File: src/rtl/mpc_admm_iter_sched.sv
// mpc_admm_iter_sched: sequences the x-, z- and u-update pipelines of an ADMM
// solve for a fixed number of iterations under an ap_ctrl-style handshake.
// Optional feature: define MPC_ADMM_EARLY_EXIT_EN to end the solve early when
// conv_ok is high in the CHECK cycle. Default build ignores conv_ok.
module mpc_admm_iter_sched #(
  parameter int ITER_W = 8
) (
  input  logic              ap_clk,
  input  logic              ap_rst_n,
  input  logic              ap_start,
  output logic              ap_done,
  output logic              ap_ready,
  output logic              ap_idle,
  input  logic [ITER_W-1:0] iter_max,
  output logic              x_start,
  output logic              z_start,
  output logic              u_start,
  input  logic              x_done,
  input  logic              z_done,
  input  logic              u_done,
  input  logic              conv_ok,
  output logic [ITER_W-1:0] iter_count,
  output logic              proto_err
);

  typedef enum logic [3:0] {
    IDLE    = 4'd0,
    START_X = 4'd1,
    WAIT_X  = 4'd2,
    START_Z = 4'd3,
    WAIT_Z  = 4'd4,
    START_U = 4'd5,
    WAIT_U  = 4'd6,
    CHECK   = 4'd7,
    DONE    = 4'd8
  } state_t;

  state_t            state_r;
  state_t            state_n;
  logic [ITER_W-1:0] limit_r;
  logic [ITER_W-1:0] iter_cnt_r;
  logic [ITER_W-1:0] iter_inc_s;
  logic              proto_err_r;
  logic              viol_s;
  logic              ap_done_r;
  logic              ap_idle_r;
  logic              x_start_r;
  logic              z_start_r;
  logic              u_start_r;

`ifndef MPC_ADMM_EARLY_EXIT_EN
  // conv_ok has no effect in this build; tie it off explicitly.
  logic unused_conv_ok_s;
  assign unused_conv_ok_s = conv_ok;
`endif

  // Count after the iteration currently being checked; the limit test uses it
  // so that iter_count stops exactly at the limit and can never wrap.
  assign iter_inc_s = iter_cnt_r + {{(ITER_W-1){1'b0}}, 1'b1};

  // Next-state logic of the iteration sequencer.
  always_comb begin
    state_n = state_r;
    case (state_r)
      IDLE: begin
        if (ap_start) begin
          if (iter_max == {ITER_W{1'b0}}) state_n = DONE;
          else                            state_n = START_X;
        end else begin
          state_n = IDLE;
        end
      end
      START_X: state_n = WAIT_X;
      WAIT_X: begin
        if (x_done) state_n = START_Z;
        else        state_n = WAIT_X;
      end
      START_Z: state_n = WAIT_Z;
      WAIT_Z: begin
        if (z_done) state_n = START_U;
        else        state_n = WAIT_Z;
      end
      START_U: state_n = WAIT_U;
      WAIT_U: begin
        if (u_done) state_n = CHECK;
        else        state_n = WAIT_U;
      end
      CHECK: begin
`ifdef MPC_ADMM_EARLY_EXIT_EN
        if ((iter_inc_s == limit_r) || conv_ok) state_n = DONE;
        else                                    state_n = START_X;
`else
        if (iter_inc_s == limit_r) state_n = DONE;
        else                       state_n = START_X;
`endif
      end
      DONE:    state_n = IDLE;
      default: state_n = IDLE;
    endcase
  end

  // A done pulse is illegal outside its own WAIT state, and so is any overlap.
  always_comb begin
    viol_s = 1'b0;
    if ((x_done && (state_r != WAIT_X)) ||
        (z_done && (state_r != WAIT_Z)) ||
        (u_done && (state_r != WAIT_U)) ||
        (x_done && z_done) || (x_done && u_done) || (z_done && u_done)) begin
      viol_s = 1'b1;
    end else begin
      viol_s = 1'b0;
    end
  end

  // State, limit/count, sticky error and outputs registered from the next state
  // so every output pulse lines up with the state it belongs to.
  always_ff @(posedge ap_clk) begin
    if (!ap_rst_n) begin
      state_r     <= IDLE;
      limit_r     <= {ITER_W{1'b0}};
      iter_cnt_r  <= {ITER_W{1'b0}};
      proto_err_r <= 1'b0;
      ap_done_r   <= 1'b0;
      ap_idle_r   <= 1'b1;
      x_start_r   <= 1'b0;
      z_start_r   <= 1'b0;
      u_start_r   <= 1'b0;
    end else begin
      state_r <= state_n;
      if ((state_r == IDLE) && ap_start) begin
        limit_r    <= iter_max;
        iter_cnt_r <= {ITER_W{1'b0}};
      end else if (state_r == CHECK) begin
        limit_r    <= limit_r;
        iter_cnt_r <= iter_inc_s;
      end else begin
        limit_r    <= limit_r;
        iter_cnt_r <= iter_cnt_r;
      end
      proto_err_r <= proto_err_r | viol_s;
      ap_done_r   <= (state_n == DONE);
      ap_idle_r   <= (state_n == IDLE);
      x_start_r   <= (state_n == START_X);
      z_start_r   <= (state_n == START_Z);
      u_start_r   <= (state_n == START_U);
    end
  end

  assign ap_done    = ap_done_r;
  assign ap_ready   = ap_done_r;
  assign ap_idle    = ap_idle_r;
  assign x_start    = x_start_r;
  assign z_start    = z_start_r;
  assign u_start    = u_start_r;
  assign iter_count = iter_cnt_r;
  assign proto_err  = proto_err_r;

endmodule

File: config.mk
export PLATFORM = sky130hd
export DESIGN_NAME = mpc_admm_iter_sched
export DESIGN_NICKNAME = d
export VERILOG_FILES = /design/src/rtl/mpc_admm_iter_sched.sv
export SDC_FILE = /design/constraint.sdc
export NUM_CORES = 1
export LEC_CHECK = 0
export BUFFER_PORTS_ARGS = -buffer_cell sky130_fd_sc_hd__buf_2
export CAP_MARGIN = 25
export CELL_PAD_IN_SITES_DETAIL_PLACEMENT = 0
export CELL_PAD_IN_SITES_GLOBAL_PLACEMENT = 2
export CORE_MARGIN = 5
export CORE_UTILIZATION = 31
export DETAILED_ROUTE_END_ITERATION = 7
export GPL_ROUTABILITY_DRIVEN = 0
export PLACE_DENSITY_LB_ADDON = 0.25
export SYNTH_ARGS = -nofsm -noshare
export SYNTH_HDL_FRONTEND = slang
export SYNTH_SLANG_ARGS = --single-unit
File: constraint.sdc
create_clock -name ap_clk -period 2.61 [get_ports ap_clk]
set_input_delay 0.522 -clock ap_clk [delete_from_list [all_inputs] [get_ports ap_clk]]
set_output_delay 0.522 -clock ap_clk [all_outputs]
set_load 0.01 [all_outputs]
==> results of run 1 <==
-- power breakdown --
part	internal (µW)	switching [µW]	leakage, µW	total, µW
clock	135	129	0.0000288	264
sequential	423	21.4	0.000212	445
combinational	63.9	87.0	0.000353	151
-- sequential cells by signal, indices dropped and copies added, names as in the netlist --
name,flops
proto_err,1
ap_idle,1
state_r,4
iter_count,8
x_start,1
ap_done,1
z_start,1
u_start,1
limit_r,8
-- cells by family after synthesis --
group | Yosys count
buffers and inverters | 10
xor gates and xnor gates | 17
DFF | 26
adders and majority gates | 1
AOI/OAI and AO/OA | 27
muxes | 3
and+or+nand+nor | 72
-- per-stage QoR --
| step | cell area, µm² | power (µW) | utilization | hold slack, ps | setup slack [ps] |
|---|---|---|---|---|---|
| final | 1573 | 859.1 | 0.3663 | 486.7 | 483.0 |
| after global routing | 1573 | 911.4 | 0.3663 | 509.2 | 345.7 |
| after floorplan | 1346 | 560.3 | - | 455.1 | 651.9 |
| after detailed placement | 1518 | 605.2 | 0.3534 | 479.8 | 475.4 |
| after CTS | 1573 | 876.2 | 0.3663 | 491.9 | 458.0 |
| after global placement | 1518 | 603.6 | 0.3534 | 470.4 | 490.7 |
-- metal layers --
metal,global-route usage,up-vias,share of wire
met5,0,-,0
met4,0.02669,0,0.0048
met3,0.03199,2,0.042
met2,0.1892,17,0.50
met1,0.1392,534,0.45
li1,-,593,-
-- worst max-delay path: cells and delay by family (launching register included) --
kind / cells / cell delay [ps]
AND/OR/NAND/NOR: 3 / 810
AO/OA/AOI/OAI: 2 / 640
flip-flops: 1 / 560
-- worst max-delay path by stage --
| stage | from | endpoint | slack, ps | depth (start not counted) |
|---|---|---|---|---|
| 2_1_floorplan | iter_count[0]$_SDFFE_PP0N_ | x_start$_SDFF_PN0_ | 650 | 5 |
| 3_3_place_gp | iter_count[2]$_SDFFE_PP0N_ | x_start$_SDFF_PN0_ | 490 | 5 |
| 3_5_place_dp | iter_count[2]$_SDFFE_PP0N_ | x_start$_SDFF_PN0_ | 480 | 5 |
| 4_1_cts | iter_count[2]$_SDFFE_PP0N_ | x_start$_SDFF_PN0_ | 460 | 5 |
| 5_1_grt | iter_count[2]$_SDFFE_PP0N_ | x_start$_SDFF_PN0_ | 350 | 5 |
| 6_report | iter_count[2]$_SDFFE_PP0N_ | x_start$_SDFF_PN0_ | 480 | 5 |
-- cell type report --
class | instances | area share
sequential | 26 | 0.3309
multi-input combinational | 120 | 0.4893
timing repair buffer | 30 | 0.09865
tap | 52 | 0.04137
clock buffer | 4 | 0.03500
inverter | 2 | 0.004773
-- cells in the final DEF, fill, tap and decap left out, drive strengths merged, types with 2 or more instances in the layout --
cell and n:
a21boi 9, a21oi 2, and2 3, buf 30, clkbuf 4, dfxtp 26, inv 2, mux2i 3
nand2 27, nand3 4, nand4 3, nand4b 3, nor2 17, nor3 3, nor4 4, o21a 3
o21ai 4, xnor2 10, xor2 7
==> qor.txt, run 1 <==
CTS hold repair buffers: 0
XOR/XNOR Fraction of Synth Area: 0.1106
critical path launch point type: register
gr usage total: 0.1119
Max FO, Critical Path: 10
DR pass1 iterations: 4
number of synthesized flops with an enable pin: 0
hold depth: 2
Async S/R FF share, synth: 0
Avg WL per Cell: 13.25 µm
placed insts: 230
DRC Markers: 0
Slowest Stage Delay on Critical Path: 560 ps
total die area: 5761 µm²
multi-input logic area: 769.5 µm²
Post-DRT Antenna Nets: 0
CTS tree: done
via count: 1146
RSZ-0062 raised after global routing: no
Main synth FF type: dfxtp_1
crit-path cells: nand3_4 > o21a_1 > or4b_4 > a2111oi_4 > nor3_1
vias per inst: 4.897
final clock period utilization by the worst path: 0.8150
Initial Util: 0.3135
worst-case reg-to-reg path depth: 5
Yosys cell types: 41
CP Capture Type: register
hold path endpoint: limit_r[6]$_SDFFE_PN0P_
DRT Wirelength: 3.101 mm
net count after synthesis: 172
initial antenna violation count: 0
Leak: 0.0005936 µW
Synth area leader: dfxtp_1
final setup violating endpoints: 0
Commonest cells post-synth: 27 x nand2_1, 26 x dfxtp_1, 17 x nor2_1
Synth Area in Compound Gates: 0.1571
pwr dens: 546.2 nW/µm²
Final min period: 2127 ps
first-pass GRT wire length: 5.368 mm
Final Non-Filler Cells: 234
Iter 0 DRT Violations: 75
Avg Cell Area, Syn: 8.630 µm²
core area: 4294 µm²
sequential cell area fraction in the yosys report: 0.3866
I/O pins: 30
Reg2Reg Launch Point: iter_count[2]$_SDFFE_PP0N_
CTS Root Cell: clkbuf_8
status: finished, final reports clean
Adder-Cell Fraction of Synth Area: 0.009294
largest net degree at the start of global routing: 19
Yosys reg bits: 26
port bufs: 28
final hold vios: 0
Die H: 75.90 µm
H-tree levels: 1
number of fillers in the final layout: 463
number of global-route vias before repair: 1140
post-detail-place hpwl: 2.327 mm
Synth Cell Area: 1346 µm²
Peak VDD IR: 308.4 µV
Diodes inserted: 0
row cnt: 24
Synth-to-Final Area Change: 16.82%
top-count cell post-synth: nand2_1
Simple-Gate Fraction of Synth Area: 0.2723
total CTS buffers: 3
clk slew on worst S/H paths: 90 ps
Worst Hold Class: register to register
Max Cap Viol: 0
final net count: 199
worst r2r dst: x_start$_SDFF_PN0_
skew final: 2.180 ps
FMAX: 470.1 MHz
Yosys top cell area share: 0.3866
# clock sinks: 26
mux share of post-synthesis cell area: 0.02230
Slew HR: 0.6930
die width: 75.90 µm
Critical Path RT: 2760 ps
Max clock buf depth: 2
Setup CP Type: register to register
Max stage delay cell, worst path: dfxtp_1
final setup TNS: 0 ps
grt total ovfl: 0
Worst Path Arrival: 2280 ps
layout cell share with drive strength beyond 1: 0.2088
Synth area leaders: dfxtp_1 39%, nand2_1 7.5%, xnor2_1 6.5%
cts repair resizes: 0
Worst-Margin Slew: 459.3 ps
warnings from Yosys: 0
worst hold start: limit_r[6]$_SDFFE_PN0P_
Clock Latency Late Sink: 270 ps
Reg area: 520.5 µm²
largest family of logic cells by synthesized area: simple AND/OR/NAND/NOR gates
r2r setup slk: 480 ps
Slew Limit Fails: 0
synthesized instance count: 156
postcts setup bufs: 0
Note: power is estimated with default switching activity, not from simulation.
==> run 2: changes to the inputs <==
==> constraint.sdc (replaced) <==
create_clock -name ap_clk -period 2.23 [get_ports ap_clk]
set_input_delay 0.446 -clock ap_clk [delete_from_list [all_inputs] [get_ports ap_clk]]
set_output_delay 0.446 -clock ap_clk [all_outputs]
set_load 0.01 [all_outputs]
==> run 2 against run 1 <==
  * Setup slack got worse by 260 ps
  * Combinational power rose by 24%
  * Design area rose by 2.4%
  * Cell count rose by 2.1%
  * Global-route usage fell by 0.38 points
  * Worst hold slack got worse by 65 ps
  * Non-clock buffer count rose by 5
  * Sequential cell count did not move
  * Routed wire length rose by 0.94%
  * Fmax rose by 6.0%
  * First-iteration DRC count fell by 11%
  * Critical path type unchanged
==> qor.txt, run 2 (synthesized netlist as in run 1, its figures left out) <==
final hold vios: 0 (unchanged)
number of global-route vias before repair: 1169 (+2.5%)
core area: 4294 µm² (unchanged)
Die H: 75.90 µm (unchanged)
Leak: 0.0006181 µW (+4.1%)
postcts setup bufs: 0 (unchanged)
clk slew on worst S/H paths: 90 ps (about the same)
skew final: 3.391 ps (+1.211 ps)
Peak VDD IR: 356.7 µV (+16%)
# clock sinks: 26 (unchanged)
worst-case reg-to-reg path depth: 6 (+1)
Synth-to-Final Area Change: 19.61%
RSZ-0062 raised after global routing: no
Setup CP Type: register to register
number of fillers in the final layout: 444 (-4.1%)
status: finished, final reports clean
Global Route met2 Usage: 0.1969 (+0.007705)
first-pass GRT wire length: 5.216 mm (-2.8%)
total die area: 5761 µm² (unchanged)
hold depth: 3 (+1)
Diodes inserted: 0 (unchanged)
grt total ovfl: 0 (unchanged)
Worst-Margin Slew: 440.5 ps (-18.77 ps)
met3 Use GR: 0.02962 (-0.002370)
Max Cap Viol: 0 (unchanged)
Initial Util: 0.3135 (unchanged)
final net count: 204 (+2.5%)
cts repair resizes: 0 (unchanged)
Max clock buf depth: 2 (unchanged)
pwr dens: 629.7 nW/µm² (+15%)
I/O pins: 30 (unchanged)
FMAX: 498.6 MHz (+6.0%)
post-detail-place hpwl: 2.439 mm (+4.8%)
Worst path depth: 6 (+1)
Min Hold Slack: 421.8 ps (-64.86 ps)
final clock period utilization by the worst path: 0.8994 (+0.08446)
Iter 0 DRT Violations: 67 (-11%)
Final WS setup: 224.3 ps (-258.7 ps)
CTS tree: done
critical path launch point type: register
CTS hold repair buffers: 0 (unchanged)
CTS Root Cell: clkbuf_8
via count: 1175 (+2.5%)
Final min period: 2006 ps (-121.3 ps)
CP Capture Type: register
die width: 75.90 µm (unchanged)
most frequent cells in the layout: 28 x buf_2, 27 x nand2_1, 26 x dfxtp_1
delay-heaviest family, CP: simple AND/OR/NAND/NOR gates
multi-input logic area: 769.5 µm² (unchanged)
Post-DRT Antenna Nets: 0 (unchanged)
pre-CTS setup slack: 209.8 ps (-265.5 ps)
final setup TNS: 0 ps (unchanged)
GRT Max-Usage Layer: met2
initial antenna violation count: 0 (unchanged)
Slew Limit Fails: 0 (unchanged)
Avg WL per Cell: 13.10 µm (-1.2%)
row cnt: 24 (unchanged)
Worst Path Arrival: 2200 ps (-80 ps)
port bufs: 28 (unchanged)
total CTS buffers: 3 (unchanged)
Reg area: 520.5 µm² (unchanged)
DRT Wirelength: 3.130 mm (+0.94%)
H-tree levels: 1 (unchanged)
Max FO, Critical Path: 8 (-2)
Critical Path RT: 2430 ps (-330 ps)
GR Util met1: 0.1230 (-0.01621)
final setup violating endpoints: 0 (unchanged)
most common cell after layout, fill and taps aside: buf_2
gr usage total: 0.1082 (-0.003752)
DRC Markers: 0 (unchanged)
DR pass1 iterations: 4 (unchanged)
WP buf/inv: 0 (unchanged)
vias per inst: 4.916 (+0.39%)
Max stage delay cell, worst path: dfxtp_1
layout cell share with drive strength beyond 1: 0.2299 (+0.02116)
Worst Hold Class: input port to register
Slowest Stage Delay on Critical Path: 380 ps (-180 ps)
largest net degree at the start of global routing: 19 (unchanged)
Slew HR: 0.7050 (+0.01200)
crit-path cells: ha_1 > and3b_1 > or3_1 > a31oi_1 > a2111oi_4 > nor3_1
Clock Latency Late Sink: 270 ps (about the same)
-- run 2: metal layers --
layer / wire length [µm] / vias to the layer above
met3: 138 / 2
li1: - / 609
met4: 15 / 0
met5: 0 / -
met2: 1649 / 19
met1: 1326 / 545
-- run 2: worst min-delay path, cell delays in order --
cell	delay, ps
buf_2	100
nand2_1	40
a21boi_0	60
-- run 2: power breakdown --
part | internal (µW) | total (µW) | switching (µW)
Clock | 158 | 313 | 155
Combinational | 78.6 | 187 | 108
Sequential | 495 | 514 | 18.9
-- run 2: layout make-up --
type | count | area share
multi-input cells | 120 | 0.4779
flip-flops and latches | 26 | 0.3232
repair buffers | 35 | 0.1197
well taps | 52 | 0.04040
clock buffers | 4 | 0.03419
inverters | 2 | 0.004662
-- run 2: path summary, 6_finish.rpt --
| kind | from | endpoint | slack (ps) |
|---|---|---|---|
| worst max-delay path | iter_count[0]$_SDFFE_PP0N_ | x_start$_SDFF_PN0_ | 220 |
| worst min-delay path | iter_max[4] | limit_r[4]$_SDFFE_PN0P_ | 420 |
| worst max register to register | iter_count[0]$_SDFFE_PP0N_ | x_start$_SDFF_PN0_ | 220 |
| worst min register to register | limit_r[7]$_SDFFE_PN0P_ | limit_r[7]$_SDFFE_PN0P_ | 480 |
-- run 2: through the flow --
step	utilization	instance area, µm²	power [µW]	std cells
final	0.3750	1610	1014	239
after global routing	0.3750	1610	1065	239
after CTS	0.3750	1610	1031	239
after global placement	0.3622	1555	711.0	235
after floorplan	-	1346	655.8	156
after detailed placement	0.3622	1555	714.7	235
